==> src/rtl/seqdetect_pkg.sv <==
// Shared constants for the 11010 sequence detector and its match event logger.
package seqdetect_pkg;

  localparam int IDX_W_DEF = 16;
  localparam int CNT_W_DEF = 16;
  localparam int DEPTH_DEF = 8;

  localparam int                 PAT_LEN = 5;
  localparam logic [PAT_LEN-1:0] PATTERN = 5'b11010;

  // Occupancy states, decoded from the FIFO level
  localparam logic [1:0] OCC_EMPTY   = 2'd0;
  localparam logic [1:0] OCC_PARTIAL = 2'd1;
  localparam logic [1:0] OCC_FULL    = 2'd2;

  function automatic logic [1:0] occ_state(input int unsigned lvl, input int unsigned depth);
    logic [1:0] st;
    if (lvl == 32'd0) begin
      st = OCC_EMPTY;
    end else if (lvl >= depth) begin
      st = OCC_FULL;
    end else begin
      st = OCC_PARTIAL;
    end
    return st;
  endfunction

endpackage

==> src/rtl/match_event_logger_fifo.sv <==
// Single-clock FIFO with level tracking and a registered head entry (1-cycle latency).
module match_fifo #(
  parameter int W     = 16,
  parameter int DEPTH = 8,
  localparam int PTR_W = $clog2(DEPTH),
  localparam int LVL_W = PTR_W + 1
) (
  input  logic             clk,
  input  logic             reset,
  input  logic             clear,
  input  logic             push,
  input  logic             pop,
  input  logic [W-1:0]     wr_data,
  output logic             rd_valid,
  output logic [W-1:0]     rd_data,
  output logic [LVL_W-1:0] level
);

  logic [W-1:0]     mem_r [DEPTH];
  logic [PTR_W-1:0] wr_ptr_r, rd_ptr_r;
  logic [LVL_W-1:0] level_r;
  logic             rd_valid_r;
  logic [W-1:0]     rd_data_r;

  logic [PTR_W-1:0] rd_ptr_next_s;
  logic [LVL_W-1:0] level_next_s;
  logic [LVL_W-1:0] level_after_pop_s;
  logic [W-1:0]     head_next_s;

  // Next level, read pointer and the entry that becomes the head after this edge
  always_comb begin
    rd_ptr_next_s     = rd_ptr_r;
    level_next_s      = level_r;
    level_after_pop_s = level_r;
    head_next_s       = {W{1'b0}};
    if (pop) begin
      rd_ptr_next_s     = rd_ptr_r + PTR_W'(1);
      level_after_pop_s = level_r - LVL_W'(1);
    end else begin
      rd_ptr_next_s     = rd_ptr_r;
      level_after_pop_s = level_r;
    end
    case ({push, pop})
      2'b10:   level_next_s = level_r + LVL_W'(1);
      2'b01:   level_next_s = level_r - LVL_W'(1);
      default: level_next_s = level_r;
    endcase
    // An entry written this edge into an otherwise empty FIFO is the new head
    if (level_next_s == {LVL_W{1'b0}}) begin
      head_next_s = {W{1'b0}};
    end else if (push && (level_after_pop_s == {LVL_W{1'b0}})) begin
      head_next_s = wr_data;
    end else begin
      head_next_s = mem_r[rd_ptr_next_s];
    end
  end

  // Entry storage
  always_ff @(posedge clk) begin
    if (push) begin
      mem_r[wr_ptr_r] <= wr_data;
    end
  end

  // Pointers, level and registered head
  always_ff @(posedge clk or negedge reset) begin
    if (!reset) begin
      wr_ptr_r   <= {PTR_W{1'b0}};
      rd_ptr_r   <= {PTR_W{1'b0}};
      level_r    <= {LVL_W{1'b0}};
      rd_valid_r <= 1'b0;
      rd_data_r  <= {W{1'b0}};
    end else if (clear) begin
      wr_ptr_r   <= {PTR_W{1'b0}};
      rd_ptr_r   <= {PTR_W{1'b0}};
      level_r    <= {LVL_W{1'b0}};
      rd_valid_r <= 1'b0;
      rd_data_r  <= {W{1'b0}};
    end else begin
      if (push) begin
        wr_ptr_r <= wr_ptr_r + PTR_W'(1);
      end
      rd_ptr_r   <= rd_ptr_next_s;
      level_r    <= level_next_s;
      rd_valid_r <= (level_next_s != {LVL_W{1'b0}});
      rd_data_r  <= head_next_s;
    end
  end

  assign rd_valid = rd_valid_r;
  assign rd_data  = rd_data_r;
  assign level    = level_r;

endmodule

==> src/rtl/match_event_logger.sv <==
// Counts detector matches and queues each match's bit-index timestamp for a valid/ready reader.
module match_event_logger
  import seqdetect_pkg::*;
#(
  parameter int IDX_W = IDX_W_DEF,
  parameter int CNT_W = CNT_W_DEF,
  parameter int DEPTH = DEPTH_DEF
) (
  input  logic                     clk,
  input  logic                     reset,
  input  logic                     match_in,
  input  logic                     clear,
  input  logic                     rd_ready,
  output logic                     rd_valid,
  output logic [IDX_W-1:0]         rd_index,
  output logic [CNT_W-1:0]         match_count,
  output logic [$clog2(DEPTH):0]   level,
  output logic                     overflow
);

  localparam int LVL_W = $clog2(DEPTH) + 1;
  localparam logic [LVL_W-1:0] FULL_LVL = LVL_W'(DEPTH);

  logic [IDX_W-1:0] bit_idx_r;
  logic [CNT_W-1:0] match_count_r;
  logic             overflow_r;

  logic             pop_s, push_s, drop_s, full_s;

  // Push/pop/drop decision; clear suppresses any same-cycle match
  always_comb begin
    full_s = (level == FULL_LVL);
    pop_s  = rd_valid && rd_ready && !clear;
    push_s = 1'b0;
    drop_s = 1'b0;
    if (match_in && !clear) begin
      push_s = !full_s || pop_s;
      drop_s = full_s && !pop_s;
    end else begin
      push_s = 1'b0;
      drop_s = 1'b0;
    end
  end

  // Bit index, saturating match counter and sticky overflow
  always_ff @(posedge clk or negedge reset) begin
    if (!reset) begin
      bit_idx_r     <= {IDX_W{1'b0}};
      match_count_r <= {CNT_W{1'b0}};
      overflow_r    <= 1'b0;
    end else if (clear) begin
      bit_idx_r     <= {IDX_W{1'b0}};
      match_count_r <= {CNT_W{1'b0}};
      overflow_r    <= 1'b0;
    end else begin
      bit_idx_r <= bit_idx_r + IDX_W'(1);
      if (match_in && (match_count_r != {CNT_W{1'b1}})) begin
        match_count_r <= match_count_r + CNT_W'(1);
      end
      if (drop_s) begin
        overflow_r <= 1'b1;
      end
    end
  end

  match_fifo #(
    .W     (IDX_W),
    .DEPTH (DEPTH)
  ) u_fifo (
    .clk      (clk),
    .reset    (reset),
    .clear    (clear),
    .push     (push_s),
    .pop      (pop_s),
    .wr_data  (bit_idx_r),
    .rd_valid (rd_valid),
    .rd_data  (rd_index),
    .level    (level)
  );

  assign match_count = match_count_r;
  assign overflow    = overflow_r;

endmodule

==> config.mk <==
export PLATFORM = sky130hd
export DESIGN_NAME = match_event_logger
export DESIGN_NICKNAME = d
export VERILOG_FILES = /design/src/rtl/seqdetect_pkg.sv /design/src/rtl/match_event_logger_fifo.sv /design/src/rtl/match_event_logger.sv
export SDC_FILE = /design/constraint.sdc
export NUM_CORES = 1
export LEC_CHECK = 0
export ABC_CLOCK_PERIOD_IN_PS = 3150
export CORE_MARGIN = 5
export CORE_UTILIZATION = 40
export DETAILED_ROUTE_END_ITERATION = 10
export REMOVE_ABC_BUFFERS = 1
export SLEW_MARGIN = 20
export SYNTH_ARGS = -nofsm -noshare
export SYNTH_HDL_FRONTEND = slang
export SYNTH_SLANG_ARGS = --single-unit
==> constraint.sdc <==
create_clock -name clk -period 3.15 [get_ports clk]
set_input_delay 0.4725 -clock clk [delete_from_list [all_inputs] [get_ports clk]]
set_output_delay 0.4725 -clock clk [all_outputs]
set_load 0.01 [all_outputs]
# After elaboration in Yosys (flattened, before gate mapping)
# Memories as Yosys holds them, arrays and structs flattened.
# Cells that the tools add are included.
[classes] order_cmp=0 addsub=6 shift=0 muxes=20 bitwise_logic=0 n_mul=0 reduce_logical=16 n_eq_ne=4 n_div=0
[op_table] cell="$mux W16" n=6
[op_table] cell="$add A16 B1 Y16 const B" n=2
[op_table] cell="$ne A16 B16 Y1 const B" n=1
[op_table] cell="$mux W3" n=4
[op_table] cell="$logic_not A4 Y1" n=2
[op_table] cell="$mux W4" n=2
[op_table] cell="$pmux W4 S2" n=1
[op_table] cell="$mux W1" n=7
[op_table] cell="$add A3 B1 Y3 const B" n=2
[op_table] cell="$logic_and A1 B1 Y1" n=6
[op_table] cell="$reduce_bool A2 Y1" n=3
[op_table] cell="$add A4 B1 Y4 const B" n=1
[op_table] cell="$eq A4 B4 Y1 const B" n=1
[op_table] cell="$reduce_bool A4 Y1" n=1
[op_table] cell="$sub A4 B1 Y4 const B" n=1
[op_table] cell="$logic_not A1 Y1" n=3
[op_table] cell="$eq A2 B1 Y1 const B" n=1
[op_table] cell="$eq A2 B2 Y1 const B" n=1
[op_table] cell="$logic_or A1 B1 Y1" n=1
[word_totals] output_inout_bits=38 input_bits=5 n_memories=1 latch_bits=0 reg_bits=60 romBits=0 word_cells=55 ram_bits=128
[memory_table] name="u_fifo.mem_r" depth=8 word_bits=16 rd=1 rd_ports_with_merged_regs=0 write_ports=1 line_no="match_event_logger_fifo.sv:19" text="logic [W-1:0] mem_r [DEPTH];"

# Depth between registers and ports, before layout
[depth] word_depth=9 ltp_mapped=14 mapped_depth_nobuf=11

# Modules after synthesis
# A second synthesis with hierarchy kept.
[hier_totals] hier_cells=700 hier_area_um2=8969.9
[by_module_without_submodules] mod="match_fifo" cells_each=519 area_per_inst_um2=7273.2 instances=1
[by_module_without_submodules] mod="match_event_logger" cells_each=181 area_per_inst_um2=1696.6 instances=1

# Worst setup path before layout
# Ideal clock, no wire load.
[synth_timing] path_type="input-to-reg" start="in clear" end="mem u_fifo.mem_r[0][0] (enable)" slack_ns=-0.095 t_required_ns=2.720 cell_stages=7 setup_time_ns=0.430 arrival_ns=2.815 cell_sequence="buf_6 > and3b_1 > buf_4 > inv_2 > nand4_1 > nand2b_1 > nor4_1"
[synth_via] elab_chain_len=6
[synth_rtl] element="start, declared" line_no="match_event_logger.sv:12" text="input logic clear,"
[synth_rtl] element="$logic_not A1 Y1 (*)" line_no="match_event_logger.sv:33, match_event_logger.sv:36"
[synth_rtl] element="$logic_and A1 B1 Y1" line_no="match_event_logger.sv:33" text="pop_s = rd_valid && rd_ready && !clear;"
[synth_rtl] element="$logic_or A1 B1 Y1" line_no="match_event_logger.sv:37" text="push_s = !full_s || pop_s;"
[synth_rtl] element="$mux W1 (*)" line_no="match_event_logger.sv:36" text="if (match_in && !clear) begin"
[synth_rtl] element="$mux W1 (*)" line_no="match_event_logger_fifo.sv:60" text="if (push) begin"
[synth_rtl] element="$mux W1 (not written as such) (*)" line_no="match_event_logger_fifo.sv:61" text="mem_r[wr_ptr_r] <= wr_data;"
[synth_rtl] element="end, declared" line_no="match_event_logger_fifo.sv:19"
# Mark *: on every way between the ends. The rest lies on a longest branch, timed or not.

# Final worst setup path
[layout_timing] start="reg u_fifo.level_r[0], in the netlist u_fifo.level[0]" end="reg u_fifo.rd_data_r[3], in the netlist u_fifo.rd_data[3]"
[layout_via] elab_chain_len=9
[layout_rtl] element="start, declared" line_no="match_event_logger_fifo.sv:21" text="logic [LVL_W-1:0] level_r;"
[layout_rtl] element="start signal, assigned" line_no="match_event_logger_fifo.sv:70" text="level_r <= {LVL_W{1'b0}};"
[layout_rtl] element="start signal, assigned" line_no="match_event_logger_fifo.sv:76" text="level_r <= {LVL_W{1'b0}};"
[layout_rtl] element="start signal, assigned" line_no="match_event_logger_fifo.sv:84" text="level_r <= level_next_s;"
[layout_rtl] element="$eq A4 B4 Y1" line_no="match_event_logger.sv:32" text="full_s = (level == FULL_LVL);"
[layout_rtl] element="$logic_not A1 Y1" line_no="match_event_logger.sv:37"
[layout_rtl] element="$logic_or A1 B1 Y1" line_no="match_event_logger.sv:37"
[layout_rtl] element="$mux W1" line_no="match_event_logger.sv:36"
[layout_rtl] element="$eq A2 B1 Y1 / $eq A2 B2 Y1 (equally long branches)" line_no="match_event_logger_fifo.sv:43" text="case ({push, pop})"
[layout_rtl] element="$pmux W4 S2" line_no="match_event_logger_fifo.sv:43"
[layout_rtl] element="$logic_not A4 Y1" line_no="match_event_logger_fifo.sv:49" text="if (level_next_s == {LVL_W{1'b0}}) begin"
[layout_rtl] element="$mux W16 (*)" line_no="match_event_logger_fifo.sv:49"
[layout_rtl] element="$mux W16 (*)" line_no="match_event_logger_fifo.sv:73" text="end else if (clear) begin"
[layout_rtl] element="end signal, assigned" line_no="match_event_logger_fifo.sv:72" text="rd_data_r <= {W{1'b0}};"
[layout_rtl] element="end signal, assigned" line_no="match_event_logger_fifo.sv:78" text="rd_data_r <= {W{1'b0}};"
[layout_rtl] element="end signal, assigned" line_no="match_event_logger_fifo.sv:86" text="rd_data_r <= head_next_s;"
[layout_rtl] element="end, declared" line_no="match_event_logger_fifo.sv:23" text="logic [W-1:0] rd_data_r;"
# Marked as above.
# A chain may end at the register's enable or synchronous reset.

==> results.sh <==
export IMPL_clock_path_buffers=2
export IMPL_power_frac_seq=0.499
export IMPL_via_per_inst=5.712
export IMPL_top_layer="met4"
export IMPL_initial_core_util=0.4063
export IMPL_power_leakage_uw=0.003715
export IMPL_fillers=1973
export IMPL_track_usage=0.1703
export IMPL_synth_largest_area_cell="edfxtp_1"
export IMPL_rsz0062_at_grt="false"
export IMPL_drive_gt1_frac=0.1827
export IMPL_power_share_clock=0.415
export IMPL_grt_pass1_wl_mm=34.72
export IMPL_post_drt_wl_per_cell_um=20.83
export IMPL_critPathCaptureType="flop"
export IMPL_ys_seq_area_frac=0.5793
export IMPL_wl_met1_mm=9.691
export IMPL_htree_num_levels=4
export IMPL_ir_drop_v=0.0003428
export IMPL_synth_area_top_cells="edfxtp_1 42%, dfrtp_1 16%, mux4_2 7.6%"
export IMPL_vias=5975
export IMPL_ctsHoldBuffers=0
export IMPL_place_inst=1014
export IMPL_post_route_min_period_ns=2.882
export IMPL_grt_overflow_total=0
export IMPL_drt_pre_antenna_iters=5
export IMPL_gp_congestion=0.8306
export IMPL_report_power_total_uw=5472
export IMPL_antenna_cells=0
export IMPL_p_comb_frac=0.086
export IMPL_cts_tree="done"
export IMPL_die_x_um=161.9
export IMPL_grt_pass1_vias=6253
export IMPL_final_setup_viol_count=0
export IMPL_ant_nets=0
export IMPL_internal_power_uw=4181
export IMPL_critPathKind="reg -> reg"
export IMPL_cp_max_fo=17
export IMPL_dp_hpwl_mm=13.42
export IMPL_wl_mm=21.79
export IMPL_postCtsSetupBuffers=0
export IMPL_synth_cells=702
export IMPL_cts_resized=0
export IMPL_p_sw_uw=1291
export IMPL_sw_frac_of_total=0.2359
export IMPL_synth_edff_count=128
export IMPL_dr_wl_met3_um=949
export IMPL_die_y_um=161.9
export IMPL_pre_cts_ws_ns=-0.1469
export IMPL_nets=762
export IMPL_max_slew_margin=0.2533
export IMPL_synth_cell_types=52
export IMPL_die_area_um2=26200
export IMPL_worst_slew_pin_slew_ns=1.119
export IMPL_syn_to_final_growth_pct=15.81
export IMPL_status="finished, final reports clean"
export IMPL_worstHoldPathType="in -> async"
export IMPL_drc=0
export IMPL_clk_pin_slew_worst_paths_ns=0.07
export IMPL_synth_ff_type="edfxtp_1"
export IMPL_rows=55
export IMPL_syn_area_per_cell_um2=13.14
export IMPL_yosysWarnings=0
export IMPL_max_cap_violations=0
export IMPL_dr_wl_met2_mm=10.96
export IMPL_final_util=0.4705
export IMPL_arrival_ns=3.21
export IMPL_antenna_found_initial=0
export IMPL_grt_max_degree=67
export IMPL_hold_viol=0
export IMPL_cts_root_buf="clkbuf_16"
export IMPL_fin_crit_sh=0.9150
export IMPL_instances_no_fill=1046
export IMPL_synth_seq_cells=188
export IMPL_synth_area_um2=9226
export IMPL_critPathRequiredTime_ns=3.48
export IMPL_power_density_nw_per_um2=512.1
export IMPL_insertion_delay_ns=0.43
export IMPL_fmaxAchievable_mhz=347.0
export IMPL_slew_viol_final=0
export IMPL_yosys_area_top_type_share=0.4166
export IMPL_io_buffers=42
export IMPL_first_iter_violations=495
export IMPL_io_pins=43
export IMPL_synthArstFlopShare=0.3191
export IMPL_coreArea_um2=22710
export IMPL_finClkSkew_ns=0.01088
export IMPL_start_kind="flop"
export IMPL_cts_num_sinks=188
export IMPL_numCtsBuffers=17
export IMPL_worst_slack_ns=0.2678
-- cell usage after synthesis, drive strengths merged, types with 2 or more instances --
library cell and number:
a2111oi 2, a211oi 53, a21oi 55, a221oi 15, a31oi 3, and2 2, and3 6, and4 2
buf 33, clkbuf 17, dfrtp 60, edfxtp 128, ha 9, inv 9, mux2i 36, mux4 31
nand2 48, nand2b 5, nand3 10, nand4 11, nor2 61, nor2b 36, nor3 12, nor4 3
nor4b 2, o2111a 2, o21ai 8, or3 3, xnor2 17, xor2 14
-- sequential cells by signal, indices dropped and copies added, names as in the netlist, 3 cells and up --
| name | count |
|---|---|
| bit_idx_r | 16 |
| match_count | 16 |
| u_fifo.level | 4 |
| u_fifo.mem_r | 128 |
| u_fifo.rd_data | 16 |
| u_fifo.rd_ptr_r | 3 |
| u_fifo.wr_ptr_r | 3 |
-- per-layer routing --
metal,track usage,up-vias
li1,-,2758
met1,0.2257,3054
met2,0.2947,146
met3,0.03375,17
met4,0.03268,0
met5,0,-
-- final timing paths --
kind / startpoint / endpoint / slack (ns) / depth (start not counted)
max: u_fifo.level[0]$_DFF_PN0_ / u_fifo.rd_data[3]$_DFF_PN0_ / 0.27 / 12
min: reset / match_count[14]$_DFFE_PN0P_ / 0.04 / 1
max reg2reg: u_fifo.level[0]$_DFF_PN0_ / u_fifo.rd_data[3]$_DFF_PN0_ / 0.27 / 12
min reg2reg: overflow$_DFFE_PN0P_ / overflow$_DFFE_PN0P_ / 0.51 / 2
max in group asynchronous: reset / bit_idx_r[14]$_DFF_PN0_ / 2.38 / 2
min in group clk: overflow$_DFFE_PN0P_ / overflow$_DFFE_PN0P_ / 0.51 / 2
-- cells by family (layout without fill, tap and decap cells) --
family | after synthesis | in the layout | synth area share
AO/OA/AOI/OAI | 144 | 144 | 0.1173
XOR/XNOR | 31 | 31 | 0.03228
adder cells (fa/ha/maj) | 9 | 9 | 0.01221
buffers and inverters | 59 | 118 | 0.03363
flip-flops | 188 | 188 | 0.5793
multiplexers | 67 | 67 | 0.1147
AND/OR/NAND/NOR | 204 | 204 | 0.1105
-- placed cells by master (no fill, tap or decap), types with 17 or more instances in the layout --
cell,synthesis,layout
nor2_1,60,60
dfrtp_1,60,58
nand2_1,48,48
edfxtp_1,128,128
a211oi_1,42,42
nor2b_1,36,36
mux2i_1,36,36
clkdlybuf4s50_1,0,41
a21oi_1,55,55
mux4_2,31,31
clkbuf_16,0,17
buf_4,8,34
-- area by class of cell --
class                           instances  area (µm²)  share of cell area
Multi-Input combinational cell        455        3612              0.3381
Clock inverter                         14       200.2             0.01874
Clock buffer                           18       429.2             0.04016
Inverter                                9       33.78            0.003162
Timing Repair Buffer                   77       705.7             0.06604
Sequential cell                       188        5348              0.5005
Tap cell                              285       356.6             0.03337
-- per-stage QoR --
step | setup TNS, ns | hold WS [ns] | area (µm²)
after floorplan | -160.56 | 0.1769 | 8950
after global placement | 0 | 0.4988 | 10050
after detailed placement | -1.374 | 0.4922 | 10050
after CTS | 0 | 0.2780 | 10680
after global routing | 0 | 0.1033 | 10690
final | 0 | 0.04443 | 10690
-- power groups by stage --
stage,registers (µW),logic (µW),clock network [µW]
floorplan,2790,259,0
global placement,2780,462,0
detailed placement,2780,476,0
CTS,2730,478,2310
global route,2740,514,2430
finish,2730,472,2270
-- worst max-delay path, cell delays in order (launching register included) --
cell	delay, ns
dfrtp_1	0.56
inv_1	0.15
ha_1	0.22
nand4_1	0.12
nand2b_1	0.10
ha_1	0.32
buf_4	0.17
nor3b_1	0.18
o21ai_0	0.11
a31oi_1	0.36
nor4_4	0.10
buf_12	0.19
a211oi_1	0.20
No activity file was read; power rests on OpenSTA's default activity.
==> RTL edit: new RTL, same settings <==
Make the reset (`reset`) synchronous in 2 clocked blocks.
--- a/src/rtl/match_event_logger_fifo.sv
+++ b/src/rtl/match_event_logger_fifo.sv
@@ -65,3 +65,3 @@
   // Pointers, level and registered head
-  always_ff @(posedge clk or negedge reset) begin
+  always_ff @(posedge clk) begin
     if (!reset) begin
--- a/src/rtl/match_event_logger.sv
+++ b/src/rtl/match_event_logger.sv
@@ -45,3 +45,3 @@
   // Bit index, saturating match counter and sticky overflow
-  always_ff @(posedge clk or negedge reset) begin
+  always_ff @(posedge clk) begin
     if (!reset) begin
Behaviour: differs if reset is asserted again (counterexample within 4 cycles, from zero or initial values and one cycle with reset low); with reset held inactive, the same outputs for 4 cycles.
==> RTL edit against the unedited design <==
Via count fell by 4.1%; final area decreased by 10%; area after synthesis down 11%; critical endpoint is now u_fifo.mem_r[4][6]; final cell count decreased by 6.2%; setup slack better by 0.23 ns; wire length shrank 10%; sequential cell count is the same; critical path type unchanged.
Power is not compared: it rests on default switching activity, and its combinational part moved more than twofold at a synthesized area within 25%.
==> RTL edit: results (changes against the unedited design) <==
The run finished with clean final reports. The depth of the most critical reg-to-reg path was 7 (-5); the leakage dissipation was 0.002946 uW. The total number of yosys warnings was 0 (unchanged); the internal power of the cells was 3816 uW. The logs give 16.71% (-0.32 points) for the total global-route track usage and 12.34 mm (-8.1%) for the detailed placement HPWL.

The worst-case vdd ir drop is 0.3478 mV. The final weighted congestion in routability-driven placement was 0.8487 (+2.2%). Number of enable-type register cells in the synthesized netlist: 128 (unchanged). The largest individual stage delay along the critical path comes from the cell sky130_fd_sc_hd__dfxtp_1. The headroom to the max-slew limit was 59.00% (+34 points); the number of antenna diodes was 0 (unchanged).

The first-pass detailed-route iteration total is 5 (unchanged). After synthesis, the most frequently instantiated cells are sky130_fd_sc_hd__edfxtp_1, sky130_fd_sc_hd__nor2_1, sky130_fd_sc_hd__dfxtp_1. The maximum number of pins on one net before global-route repair is 56 (-16%), and the clock slew at the register clock pins of the worst setup and hold paths is 0.06 ns. The number of levels in the clock H-tree was 4 (unchanged); the initial antenna violation count was 0 (unchanged).

The violation count after the first detailed-route iteration is 479 (-3.2%). By area the synthesized netlist is led by sky130_fd_sc_hd__edfxtp_1, sky130_fd_sc_hd__dfxtp_1, sky130_fd_sc_hd__o221ai_1, sky130_fd_sc_hd__mux2i_1, sky130_fd_sc_hd__nor2_1. The post-CTS setup buffer count is 0 (unchanged), and the share of flip-flops with an asynchronous set or reset is 0% (-32 points). The later-pin clock latency in the skew report is 0.43 ns (about the same), and the data arrival time of the critical path is 2.78 ns (-0.43 ns). Number of distinct standard cells referenced by the synthesized netlist: 58 (+12%). The count of cells resized by post-cts repair is 0 (unchanged). The tools report the via count of the first global-routing pass as 5,773 (-7.7%). The peak fanout along the critical path was 16 (-1).

The part of the Yosys area used for sequential elements came out at 61.70% (+3.8 points). The worst stage delay on the critical path works out to 0.52 ns (-0.04 ns). The run gives 0.1845 ns (+0.3315 ns) as the pre-CTS setup slack.

For the setup skew after layout, the log shows 0.007843 ns (-0.003037 ns). Path type of the worst min-delay path: flip-flop to flip-flop. The TritonCTS buffer count was 17 (unchanged).

The average vias per placed instance came out at 5.841 (+2.3%). The proportion of layout cells with a drive suffix above 1 works out to 12.66% (-5.6 points). The port buffer count works out to 42 (unchanged).

The tools report the routed wire length as 19.55 mm (-10%). The register bank with the most flops was u_fifo.mem_r. The fill cell instance count of the final layout came out at 1,800 (-8.8%). The first-pass GRT wire length was 31.19 mm (-10%).

The final layout net count is 710 (-6.8%), and the number of stages on the worst hold path is 2. For the maximum number of buffers from clock root to sink, the log shows 2 (unchanged). The flip-flop count of the largest register after layout works out to 128 (unchanged). The cell at the root of the clock tree is sky130_fd_sc_hd__clkbuf_16. For this run, the leading register cell type out of synthesis is sky130_fd_sc_hd__edfxtp_1.
## RTL edit: cell count changes after synthesis, sizes merged, moves of 17 or more
| cell | before | now |
|---|---|---|
| dfrtp | 60 | 0 |
| dfxtp | 0 | 60 |
| a211oi | 53 | 1 |
| a21oi | 55 | 4 |
| o221ai | 0 | 45 |
| nor2b | 36 | 1 |
| o22ai | 0 | 33 |
| mux4 | 31 | 0 |
| nand2 | 48 | 18 |
| o21ai | 8 | 34 |
| nand3 | 10 | 29 |
| a311oi | 1 | 18 |
## RTL edit: area by class of cell
| class | count | share of cell area [%] |
|---|---|---|
| clock buffers | 21 | 4.705 |
| repair buffers | 76 | 7.711 |
| inverters | 9 | 0.3529 |
| flip-flops and latches | 188 | 52.74 |
| multi-input cells | 407 | 29.98 |
| well taps | 270 | 3.529 |
| clock inverters | 10 | 0.9803 |
## RTL edit: worst max-delay path, delay by kind of cell, from the launching register on
family	cells	cell delay, ns
and+or+nand+nor	3	0.81
buffers and inverters	2	0.29
adders and majority gates	1	0.29
AOI/OAI and AO/OA	1	0.45
DFF	1	0.52
## RTL edit: metrics by stage
step,instances,setup TNS [ns],hold WS (ns),cell area [sq um]
floorplan,604,-22.32,0.4958,7919
finish,981,0,0.4829,9573
CTS,981,0,0.4945,9573
detailed placement,950,0,0.4652,9029
global route,981,0,0.5195,9573
global placement,950,0,0.4689,9029
## RTL edit: logic make-up (layout without fill, tap and decap cells)
group                    Yosys count  count (layout)  synth area share, %
flip-flops                       188             188                61.70
AND/OR/NAND/NOR                  170             170                10.18
adder cells (fa/ha/maj)            6               6               0.9181
AO/OA/AOI/OAI                    162             162                15.56
multiplexers                      36              36                4.453
buffers and inverters             53             116                3.565
XOR/XNOR                          33              33                3.627
## RTL edit: final timing paths
path	startpoint	end	slack, ns
worst max-delay path	u_fifo.level[0]	u_fifo.mem_r[4][6]	0.50
worst min-delay path	overflow	overflow	0.48
worst max register to register	u_fifo.level[0]	u_fifo.mem_r[4][6]	0.50
worst min register to register	overflow	overflow	0.48
## RTL edit: metal layers
layer | vias up | wire, um | GRT usage [%]
met5 | - | 0 | 0
met4 | 0 | 384 | 5.388
met3 | 30 | 986 | 3.280
met2 | 202 | 9296 | 26.81
met1 | 2840 | 8880 | 22.98
li1 | 2658 | - | -
## RTL edit: power by group through the flow
stage	Clock (uW)	Sequential (uW)	Combinational [uW]
global placement	0	2700	185
CTS	2040	2650	192
global route	2140	2650	209
detailed placement	0	2700	190
finish	2000	2650	190
floorplan	0	2710	100
